[src/rtl/viterbi_pkg.sv]
// Shared constants, pm_t, and the helpers for the K=3, rate-1/2 (7,5) Viterbi ACS stage.
package viterbi_pkg;

    localparam int         K          = 3;
    localparam int         NUM_STATES = 4;
    localparam logic [2:0] G0         = 3'b111;
    localparam logic [2:0] G1         = 3'b101;
    localparam int         PM_INIT    = 8;
    localparam int         PM_W_DEF   = 6;

    typedef logic [PM_W_DEF-1:0] pm_t;

    // Encoder register is {u, s1, s0}; each generator taps it and XOR-reduces.
    function automatic logic [1:0] exp_sym(input logic [1:0] state, input logic u);
        logic [2:0] taps;
        taps = {u, state};
        return {^(taps & G0), ^(taps & G1)};
    endfunction

    function automatic logic [1:0] ham2(input logic [1:0] a, input logic [1:0] b);
        logic [1:0] d;
        d = a ^ b;
        return {d[1] & d[0], d[1] ^ d[0]};
    endfunction

endpackage

[src/rtl/acs_unit.sv]
// One add-compare-select cell: adds branch metrics, picks the smaller (tie -> p0), saturates.
module acs_unit #(
    parameter int PM_W = 6
) (
    input  logic [PM_W-1:0] pm0_i,
    input  logic [PM_W-1:0] pm1_i,
    input  logic [1:0]      bm0_i,
    input  logic [1:0]      bm1_i,
    output logic [PM_W-1:0] pm_o,
    output logic            dec_o
);

    logic [PM_W:0] c0;
    logic [PM_W:0] c1;
    logic [PM_W:0] sel;

    always_comb begin
        c0    = {1'b0, pm0_i} + {{(PM_W-1){1'b0}}, bm0_i};
        c1    = {1'b0, pm1_i} + {{(PM_W-1){1'b0}}, bm1_i};
        dec_o = (c1 < c0);
        sel   = dec_o ? c1 : c0;
        pm_o  = sel[PM_W] ? {PM_W{1'b1}} : sel[PM_W-1:0];
    end

endmodule

[src/rtl/viterbi_acs.sv]
// Branch metrics, four ACS cells, min/argmin normalisation and output registers.
// o_valid pulses for one cycle per accepted symbol; there is no ready, so downstream must take every pulse.
module viterbi_acs
    import viterbi_pkg::*;
#(
    parameter int SIZE_IN = 2,
    parameter int PM_W    = PM_W_DEF
) (
    input  logic                 i_clk,
    input  logic                 i_rst_n,
    input  logic                 i_clr,
    input  logic                 i_valid,
    input  logic [SIZE_IN-1:0]   i_data,
    output logic                 o_valid,
    output logic [3:0]           o_dec,
    output logic [1:0]           o_best,
    output logic [4*PM_W-1:0]    o_pm
);

    localparam logic [NUM_STATES-1:0][PM_W-1:0] PM_RST =
        {PM_W'(PM_INIT), PM_W'(PM_INIT), PM_W'(PM_INIT), PM_W'(0)};

    logic [NUM_STATES-1:0][PM_W-1:0] pm_q, pm_d;
    logic [NUM_STATES-1:0][PM_W-1:0] acs_pm;
    logic [NUM_STATES-1:0][PM_W-1:0] pm_norm;
    logic [3:0]                      dec_q, dec_d, acs_dec;
    logic [1:0]                      best_q, best_d, best_new;
    logic                            valid_q, valid_d;
    logic [PM_W-1:0]                 min_pm;

    // Predecessors of N are {N[0],0} and {N[0],1}; the branch input is N[1].
    for (genvar n = 0; n < NUM_STATES; n++) begin : g_acs
        localparam logic [1:0] NS = 2'(n);
        localparam logic [1:0] P0 = {NS[0], 1'b0};
        localparam logic [1:0] P1 = {NS[0], 1'b1};

        logic [1:0] bm0, bm1;
        assign bm0 = ham2(i_data[1:0], exp_sym(P0, NS[1]));
        assign bm1 = ham2(i_data[1:0], exp_sym(P1, NS[1]));

        acs_unit #(.PM_W(PM_W)) u_acs (
            .pm0_i (pm_q[P0]),
            .pm1_i (pm_q[P1]),
            .bm0_i (bm0),
            .bm1_i (bm1),
            .pm_o  (acs_pm[n]),
            .dec_o (acs_dec[n])
        );
    end

    // Strict less-than keeps the lowest index on ties.
    always_comb begin
        min_pm   = acs_pm[0];
        best_new = 2'd0;
        for (int i = 1; i < NUM_STATES; i++) begin
            if (acs_pm[i] < min_pm) begin
                min_pm   = acs_pm[i];
                best_new = i[1:0];
            end
        end
        for (int i = 0; i < NUM_STATES; i++) begin
            pm_norm[i] = acs_pm[i] - min_pm;
        end
    end

    always_comb begin
        pm_d    = pm_q;
        dec_d   = dec_q;
        best_d  = best_q;
        valid_d = 1'b0;
        if (i_clr) begin
            pm_d = PM_RST;
        end else if (i_valid) begin
            pm_d    = pm_norm;
            dec_d   = acs_dec;
            best_d  = best_new;
            valid_d = 1'b1;
        end
    end

    always_ff @(posedge i_clk or negedge i_rst_n) begin
        if (!i_rst_n) begin
            pm_q    <= PM_RST;
            dec_q   <= 4'b0000;
            best_q  <= 2'd0;
            valid_q <= 1'b0;
        end else begin
            pm_q    <= pm_d;
            dec_q   <= dec_d;
            best_q  <= best_d;
            valid_q <= valid_d;
        end
    end

    assign o_valid = valid_q;
    assign o_dec   = dec_q;
    assign o_best  = best_q;
    assign o_pm    = pm_q;

endmodule

[config.mk]
export PLATFORM = sky130hd
export DESIGN_NAME = viterbi_acs
export DESIGN_NICKNAME = d
export VERILOG_FILES = /design/src/rtl/viterbi_pkg.sv /design/src/rtl/acs_unit.sv /design/src/rtl/viterbi_acs.sv
export SDC_FILE = /design/constraint.sdc
export NUM_CORES = 1
export LEC_CHECK = 0
export CORE_AREA = 2 2 107 109
export CTS_CLUSTER_DIAMETER = 200
export DETAILED_ROUTE_END_ITERATION = 16
export DIE_AREA = 0 0 109 111
export PLACE_DENSITY = 0.75
export SYNTH_ARGS = -nofsm -noshare
export SYNTH_HDL_FRONTEND = slang
export SYNTH_SLANG_ARGS = --single-unit
[constraint.sdc]
create_clock -name i_clk -period 12.9 [get_ports i_clk]
set_input_delay 3.87 -clock i_clk [delete_from_list [all_inputs] [get_ports i_clk]]
set_output_delay 3.87 -clock i_clk [all_outputs]
set_load 0.02 [all_outputs]
==> flow_metrics.tcl, run 1 <==
set metrics [dict create \
    portBuffers 36 \
    crit_type "primary input to register" \
    via_count 5075 \
    num_antenna_cells 0 \
    ctsHoldBuffers 0 \
    relSlewSlack_pct 29.2 \
    cts_root_buffer "clkbuf_16" \
    async_flop_share_pct 100 \
    drc 0 \
    grt_use_total_pct 25.6 \
    layout.nets 837 \
    rrSetupSlack_ns 4.06 \
    setup_ws_ns 0.477 \
    cp_data_required_time_ns 13.06 \
    setup_violations 0 \
    ios 37 \
    pre_cts_slack_ns -0.720 \
    min_period_over_period_pct 96.3 \
    start_kind "primary input" \
    critPathCaptureType "register" \
    critical_path_arrival_ns 12.59 \
    grt_first_pass_wirelength_um 24600 \
    design_area_sq_mm 0.00687 \
    start_util_pct 44.6 \
    drv_cap 0 \
    ys.flop_type "dfrtp_1" \
    gp_congestion 0.966 \
    grt_max_degree 37 \
    synth_area_per_cell_sq_um 8.18 \
    status "finished, final reports clean" \
    min_path_type "register to register" \
    hpwl_um 12200 \
    htree_levels 2 \
    fin_worst_skew_ns 0.00339 \
    tritoncts "built" \
    grt_setup_unrepaired "no" \
    grt_pass1_vias 4948 \
    core_area_sq_mm 0.0111 \
    post_dp_cell_area_sq_mm 0.00611 \
    dieArea_sq_mm 0.0121 \
    cts_sinks 31 \
    rows 39 \
    syn_nets 687 \
    drt-vias-per-instance 5.65 \
    syn_inst 604 \
    synth_edf_count 0 \
    timing.hold.ws_ns 0.487 \
    grt_overflow 0 \
    drtIter0Drc 205 \
    slowest_delay_ns 0.44 \
    ys_types 76 \
    hold_viol 0 \
    syn_area_sq_mm 0.00494 \
    critPathMaxFanout 7 \
    insertion_delay_ns 0.28 \
    routed_wirelength_um 16100 \
    final_antenna_net_count 0 \
    fin_tns_setup_ns 0 \
    path_clk_slew_ns 0.05 \
    wl_per_cell_um 17.9 \
    slowest_stage "a2111oi_4" \
    finalMaxSlewViolations 0 \
    cpMostUsedCell "buf_4" \
    fmax_mhz 80.5 \
    drive_above_1_share_pct 31.9 \
    cts_buffers 5 \
    area_growth_pct 39.1 \
    cts_max_path_buffers 2 \
    dr.pass1.iters 5 \
    ys_seq_elements 31 \
    tightestPinTransition_ns 1.06 \
    synth_warnings 0 \
    antenna_found_initial 0 \
    die_h_um 111 \
    fin_crit_ns 12.42 \
    die_w_um 109 \
    yosysSeqAreaShare_pct 15.8 \
]
## through the flow
stage          cells  utilization (%)
2_1_floorplan    604                -
3_3_place_gp     864             55.1
3_5_place_dp     864             55.1
4_1_cts          877             57.3
5_1_grt          898             62.0
6_report         898             62.0
## logic make-up after synthesis
group                      synth area share (%)
xor gates and xnor gates                   10.6
DFF                                        15.8
muxes                                      6.66
AOI/OAI and AO/OA                          21.8
buffers and inverters                      6.33
and+or+nand+nor                            18.4
adders and majority gates                  20.4
## per-layer routing
layer | wire, um | part of all wire [%] | up-vias | global-route usage (%)
met5 | 0 | 0 | - | 0
met4 | 561 | 3.5 | 0 | 9.40
met3 | 671 | 4.2 | 43 | 2.53
met2 | 8040 | 50 | 137 | 43.6
met1 | 6840 | 42 | 2450 | 33.0
li1 | - | - | 2445 | -
## layout by cell type, fill, tap and decap left out, types with 25 or more instances in the layout
master	instances
nand2_1	33
xnor2_1	28
clkdlybuf4s50_1	34
buf_4	129
nor2_1	75
dfrtp_1	28
ha_1	63
a21oi_1	25
inv_1	32
o21ai_0	25
xor2_1	27
## final timing paths
check                          start         to  cells after the start
hold reg to reg            o_best[0]  o_best[0]                      1
max in group asynchronous    i_rst_n    o_pm[9]                      2
setup reg to reg             o_pm[0]   o_pm[17]                     42
hold / removal             o_best[0]  o_best[0]                      1
setup / recovery           i_data[0]   o_pm[17]                     45
min in group asynchronous    i_rst_n   o_dec[2]                      2
## state kept, by name, indices dropped and copies added, names as in the netlist
register  cells
o_pm         24
o_valid       1
o_best        2
o_dec         4
## cell usage after synthesis, types with 8 or more instances
master    instances  area [sq um]
inv_1            37           139
nor3_1            8          40.0
nor2_1           77           289
xnor2_1          30           263
nor2b_1          16           100
nand2_1          36           135
nand2b_1          8          50.1
buf_2            10          50.1
nand3_1          14          70.1
a21oi_1          35           175
dfrtp_1          28           701
o21ai_0          38           190
xor2_1           30           263
ha_1             75           938
mux2i_1          23           230
a21o_1            9          67.6
## cell type report
cell class	instances	area [sq um]
timing repair buffer	168	1370
inverter	38	143
sequential	31	779
clock inverter	2	12.5
tap	143	179
fill	917	4210
multi-input combinational	510	4260
clock buffer	6	129
## worst max-delay path: cells and delay by family
family | cells | cell delay (ns)
xor gates and xnor gates | 1 | 0.25
adders and majority gates | 8 | 2.00
and+or+nand+nor | 8 | 1.24
buffers and inverters | 9 | 1.28
AOI/OAI and AO/OA | 19 | 3.86
## what timing repair did
action,4_1_cts,5_1_grt
pin swaps,8,31
hold endpoints to repair,0,0
setup buffers,5,21
gates resized for setup,20,77
setup endpoints to repair,14,20
Power of run 1 is left out: the tool's default activity adds up to more than one toggle a clock period on the data nets, which glitch-free logic cannot reach.
==> run 2: changes to the inputs <==
--- a/config.mk
+++ b/config.mk
@@ -10,6 +10,7 @@
 export DETAILED_ROUTE_END_ITERATION = 16
 export DIE_AREA = 0 0 109 111
 export PLACE_DENSITY = 0.75
+export REMOVE_ABC_BUFFERS = 1
 export SYNTH_ARGS = -nofsm -noshare
 export SYNTH_HDL_FRONTEND = slang
 export SYNTH_SLANG_ARGS = --single-unit
==> flow_metrics.tcl, run 2 (same netlist as run 1, synthesis figures left out) <==
set metrics [dict create \
    status "finished, final reports clean" \
    slowest_delay_ns 0.49 \
    die_h_um 111 \
    r2r-end "o_pm[21]" \
    layout.nets 850 \
    finalMaxSlewViolations 0 \
    cts_buffers 5 \
    whs_endpoint "o_best[0]" \
    final_common_cell "buf_4" \
    largest_reg_flops 24 \
    setup_violations 0 \
    startpoint "i_data[0]" \
    critPathCaptureType "register" \
    whs_path_depth 1 \
    fin_crit_ns 12.60 \
    reg2reg_from "o_pm[18]" \
    hp-start "o_best[0]" \
    area_growth_pct 43.0 \
    routed_wirelength_um 16400 \
    drt-vias-per-instance 5.65 \
    insertion_delay_ns 0.28 \
    rows 39 \
    layout_common_cells "buf_4 (142), nor2_1 (74), ha_1 (65), clkdlybuf4s50_1 (35)" \
    via_count 5150 \
    num_antenna_cells 0 \
    ios 37 \
    critPathMaxFanout 7 \
    drtIter0Drc 211 \
    slowest_stage "clkdlybuf4s50_1" \
    dr.pass1.iters 5 \
    drv_cap 0 \
    tightestPinTransition_ns 1.10 \
    cts_root_buffer "clkbuf_16" \
    grt_max_degree 37 \
    antenna_found_initial 0 \
    htree_levels 2 \
    fmax_mhz 79.4 \
    fin_worst_skew_ns 0.00632 \
    final_antenna_net_count 0 \
    drc 0 \
    start_kind "primary input" \
    critical_path_arrival_ns 12.81 \
    rrSetupSlack_ns 4.29 \
    drive_above_1_share_pct 34.4 \
    min_period_over_period_pct 97.7 \
    start_util_pct 44.6 \
    grt_overflow 0 \
    portBuffers 36 \
    dieArea_sq_mm 0.0121 \
    cts_sinks 31 \
    cp_data_required_time_ns 13.10 \
    r2r_cells 43 \
    wl_per_cell_um 17.9 \
    cts_max_path_buffers 2 \
    fin_tns_setup_ns 0 \
    grt_use_total_pct 26.2 \
    tritoncts "built" \
    die_w_um 109 \
    grt_pass1_vias 5116 \
    fillCellCount 889 \
    min_path_type "register to register" \
    core_area_sq_mm 0.0111 \
    relSlewSlack_pct 26.4 \
    cpMostUsedCell "ha_1" \
    path_clk_slew_ns 0.05 \
    grt_first_pass_wirelength_um 24900 \
    hold_viol 0 \
    gp_congestion 0.986 \
    crit_type "primary input to register" \
    hpwl_um 12300 \
]
run 2: cell types whose count changed in the layout (fill, tap and decap cells not counted), sizes merged:
cell	before	now
buf	132	145
bufinv	0	1
clkdlybuf4s50	34	35
clkinvlp	1	0
dlymetal6s2s	2	1
run 2: cell type report:
| type | instances | area (sq um) | area share (%) |
|---|---|---|---|
| Multi-Input combinational cell | 510 | 4320 | 61.2 |
| Timing Repair Buffer | 181 | 1460 | 20.7 |
| Sequential cell | 31 | 779 | 11.0 |
| Tap cell | 143 | 179 | 2.53 |
| Inverter | 38 | 143 | 2.02 |
| Clock buffer | 6 | 139 | 1.97 |
| Clock inverter | 2 | 35.0 | 0.496 |
run 2: worst max-delay path, delay by kind of cell:
family | cells | cell delay (ns)
simple gates | 8 | 1.12
xor+xnor | 2 | 0.29
mux | 2 | 0.57
buf+inv | 9 | 1.43
compound gates | 16 | 2.90
fa+ha+maj | 10 | 2.60
run 2: through the flow:
stage	hold slack (ns)	setup slack (ns)	cell area, sq um	cells	utilization, %
finish	0.490	0.299	7060	911	63.8
global route	0.522	-0.159	7060	911	63.8
CTS	0.493	0.0000346	6590	899	59.5
detailed placement	0.468	-0.903	6220	880	56.2
global placement	0.474	-0.368	6220	880	56.2
floorplan	0.585	0.00106	4770	579	-
run 2: repair_timing:
| action | CTS | global route |
|---|---|---|
| setup buffers | 11 | 12 |
| hold buffers | 0 | 0 |
| resized for setup | 33 | 77 |
| pin swaps | 10 | 36 |
| endpoints found under the setup margin | 15 | 22 |
run 2: worst max-delay path by stage:
stage	endpoint	cells past startpoint
floorplan	o_pm[23]	45
global placement	o_pm[23]	45
detailed placement	o_pm[23]	44
CTS	o_pm[11]	47
global route	o_pm[21]	48
finish	o_pm[21]	47
run 2: per-layer routing:
| layer | share of wire [%] | vias to the layer above | track usage, % |
|---|---|---|---|
| li1 | - | 2461 | - |
| met1 | 42 | 2483 | 31.7 |
| met2 | 50 | 148 | 46.0 |
| met3 | 3.4 | 58 | 3.12 |
| met4 | 4.5 | 0 | 10.6 |
| met5 | 0 | - | 0 |
Power of run 2 is left out for the same reason.
==> run 3: changes to the inputs <==
--- a/config.mk
+++ b/config.mk
@@ -5,6 +5,7 @@
 export SDC_FILE = /design/constraint.sdc
 export NUM_CORES = 1
 export LEC_CHECK = 0
+export ABC_AREA = 1
 export CORE_AREA = 2 2 107 109
 export CTS_CLUSTER_DIAMETER = 200
 export DETAILED_ROUTE_END_ITERATION = 16
==> flow_metrics.tcl, run 3 <==
set metrics [dict create \
    status "finished, final reports clean" \
    drtIter0Drc 235 \
    synth_top_family_by_area "simple AND/OR/NAND/NOR gates" \
    slowest_delay_ns 0.57 \
    gp_congestion 0.956 \
    drive_above_1_share_pct 12.2 \
    critPathCaptureType "register" \
    cts_sinks 31 \
    min_period_over_period_pct 93.9 \
    fin_tns_setup_ns 0 \
    routed_wirelength_um 13700 \
    fin_util_pct 50.6 \
    rows 39 \
    num_antenna_cells 0 \
    grt_first_pass_wirelength_um 22400 \
    ys.flop_type "dfrtp_1" \
    multi_input_area_sq_mm 0.00368 \
    drv_cap 0 \
    cp.buffers_inverters 8 \
    cp_data_required_time_ns 13.05 \
    ctsHoldBuffers 0 \
    post_cts.repair.setup_buffers 0 \
    path_clk_slew_ns 0.06 \
    synth_warnings 0 \
    slowest_stage "clkdlybuf4s50_1" \
    layout_common_cells "nand2_1 (185), inv_1 (103), ha_1 (75), nand3_1 (56), a21oi_1 (39)" \
    use_met1_pct 31.8 \
    cts_root_buffer "clkbuf_16" \
    critical_path_arrival_ns 12.27 \
    synth.area.mux_share_pct 0 \
    use_met3_pct 2.00 \
    yosysTopAreaCell "ha_1" \
    drt-vias-per-instance 5.22 \
    syn_area_sq_mm 0.00496 \
    synth_top_area_share_pct 18.9 \
    start_kind "primary input" \
    synth_area_leaders "ha_1 (19%), dfrtp_1 (14%), nand2_1 (14%)" \
    synth_edf_count 0 \
    portBuffers 36 \
    ctsResizeCount 0 \
    antenna_found_initial 0 \
    fillCellCount 1116 \
    insertion_delay_ns 0.28 \
    tightestPinTransition_ns 0.760 \
    ys_types 45 \
    final_common_cell "nand2_1" \
    fmax_mhz 82.5 \
    fin_crit_ns 12.12 \
    register_area_sq_um 779 \
    grt_max_degree 32 \
    ys_top_cells_by_count "nand2_1 (185), inv_1 (103), ha_1 (75), nand3_1 (56), a21oi_1 (39)" \
    largest_reg_flops 24 \
    synth_area_per_cell_sq_um 6.77 \
    layout.nets 851 \
    ios 37 \
    final_antenna_net_count 0 \
    wl_per_cell_um 15.0 \
    core_area_sq_mm 0.0111 \
    syn_inst 732 \
    yosysSeqAreaShare_pct 15.7 \
    final_cells 912 \
    relSlewSlack_pct 48.8 \
    area_growth_pct 13.0 \
    min_path_type "register to register" \
    hpwl_um 11200 \
    synthAdderAreaFrac_pct 19.7 \
    cts_max_path_buffers 2 \
    setup_violations 0 \
    finalMaxSlewViolations 0 \
    pre_cts_slack_ns 0.585 \
    tritoncts "built" \
    cts_buffers 5 \
    synth_xor_area_share_pct 6.71 \
    grt_setup_unrepaired "no" \
    grt_overflow 0 \
    dr.pass1.iters 5 \
    grt_pass1_vias 4606 \
    cpMostUsedCell "ha_1" \
    die_h_um 111 \
    dpl.cell_count 904 \
    via_count 4760 \
    drc 0 \
    hold_viol 0 \
    ys_seq_elements 31 \
    busiest_layer "met2" \
    yosys.area_share.simple_pct 33.4 \
    start_util_pct 44.8 \
    critPathMaxFanout 17 \
    die_w_um 109 \
    htree_levels 2 \
    dieArea_sq_mm 0.0121 \
    setup_ws_ns 0.782 \
    fin_worst_skew_ns 0.0113 \
    synth.most_common_cell "nand2_1" \
    met2_usage_pct 39.3 \
    async_flop_share_pct 100 \
    crit_family "compound AO/OA/AOI/OAI gates" \
    grt_use_total_pct 23.5 \
    crit_type "primary input to register" \
    synth-compound-area-share_pct 14.4 \
]
## run 3: per-stage QoR
step,hold slack (ns),cell area [sq um]
floorplan,0.570,4900
global placement,0.466,5460
detailed placement,0.479,5460
CTS,0.492,5600
global route,0.528,5600
finish,0.491,5600
## run 3: kinds of logic after synthesis
logic type	count (synthesis)
flops	31
buf+inv	127
fa+ha+maj	77
xor+xnor	38
simple gates	340
compound gates	119
## run 3: path summary, 6_finish.rpt
path,slack [ns],end,from,cells after the start
max in group asynchronous,8.56,o_pm[9],i_rst_n,2
worst max register to register,4.91,o_pm[11],o_pm[1],43
worst min register to register,0.49,o_dec[3],o_dec[3],2
min in group asynchronous,3.99,o_best[1],i_rst_n,2
worst min-delay path,0.49,o_dec[3],o_dec[3],2
worst max-delay path,0.78,o_pm[11],i_data[0],44
## run 3: worst reg2reg max path, delay by kind of cell (launching register included)
kind	cells	cell delay, ns
adder cells (fa/ha/maj)	6	1.80
AND/OR/NAND/NOR	14	1.61
XOR/XNOR	2	0.39
flip-flops	1	0.54
AO/OA/AOI/OAI	14	2.88
buffers and inverters	7	0.64
## run 3: final cells by class
cell class,count,area share [%]
timing repair buffer,39,6.83
sequential,31,13.9
multi-input combinational,574,65.7
inverter,117,7.84
clock buffer,6,2.30
tap,143,3.19
clock inverter,2,0.223
## run 3: routing by layer
| metal | wire (um) | share of wire, % |
|---|---|---|
| met5 | 0 | 0 |
| met4 | 377 | 2.8 |
| met3 | 518 | 3.8 |
| met2 | 6450 | 47 |
| met1 | 6320 | 46 |
Power of run 3 is left out for the same reason.
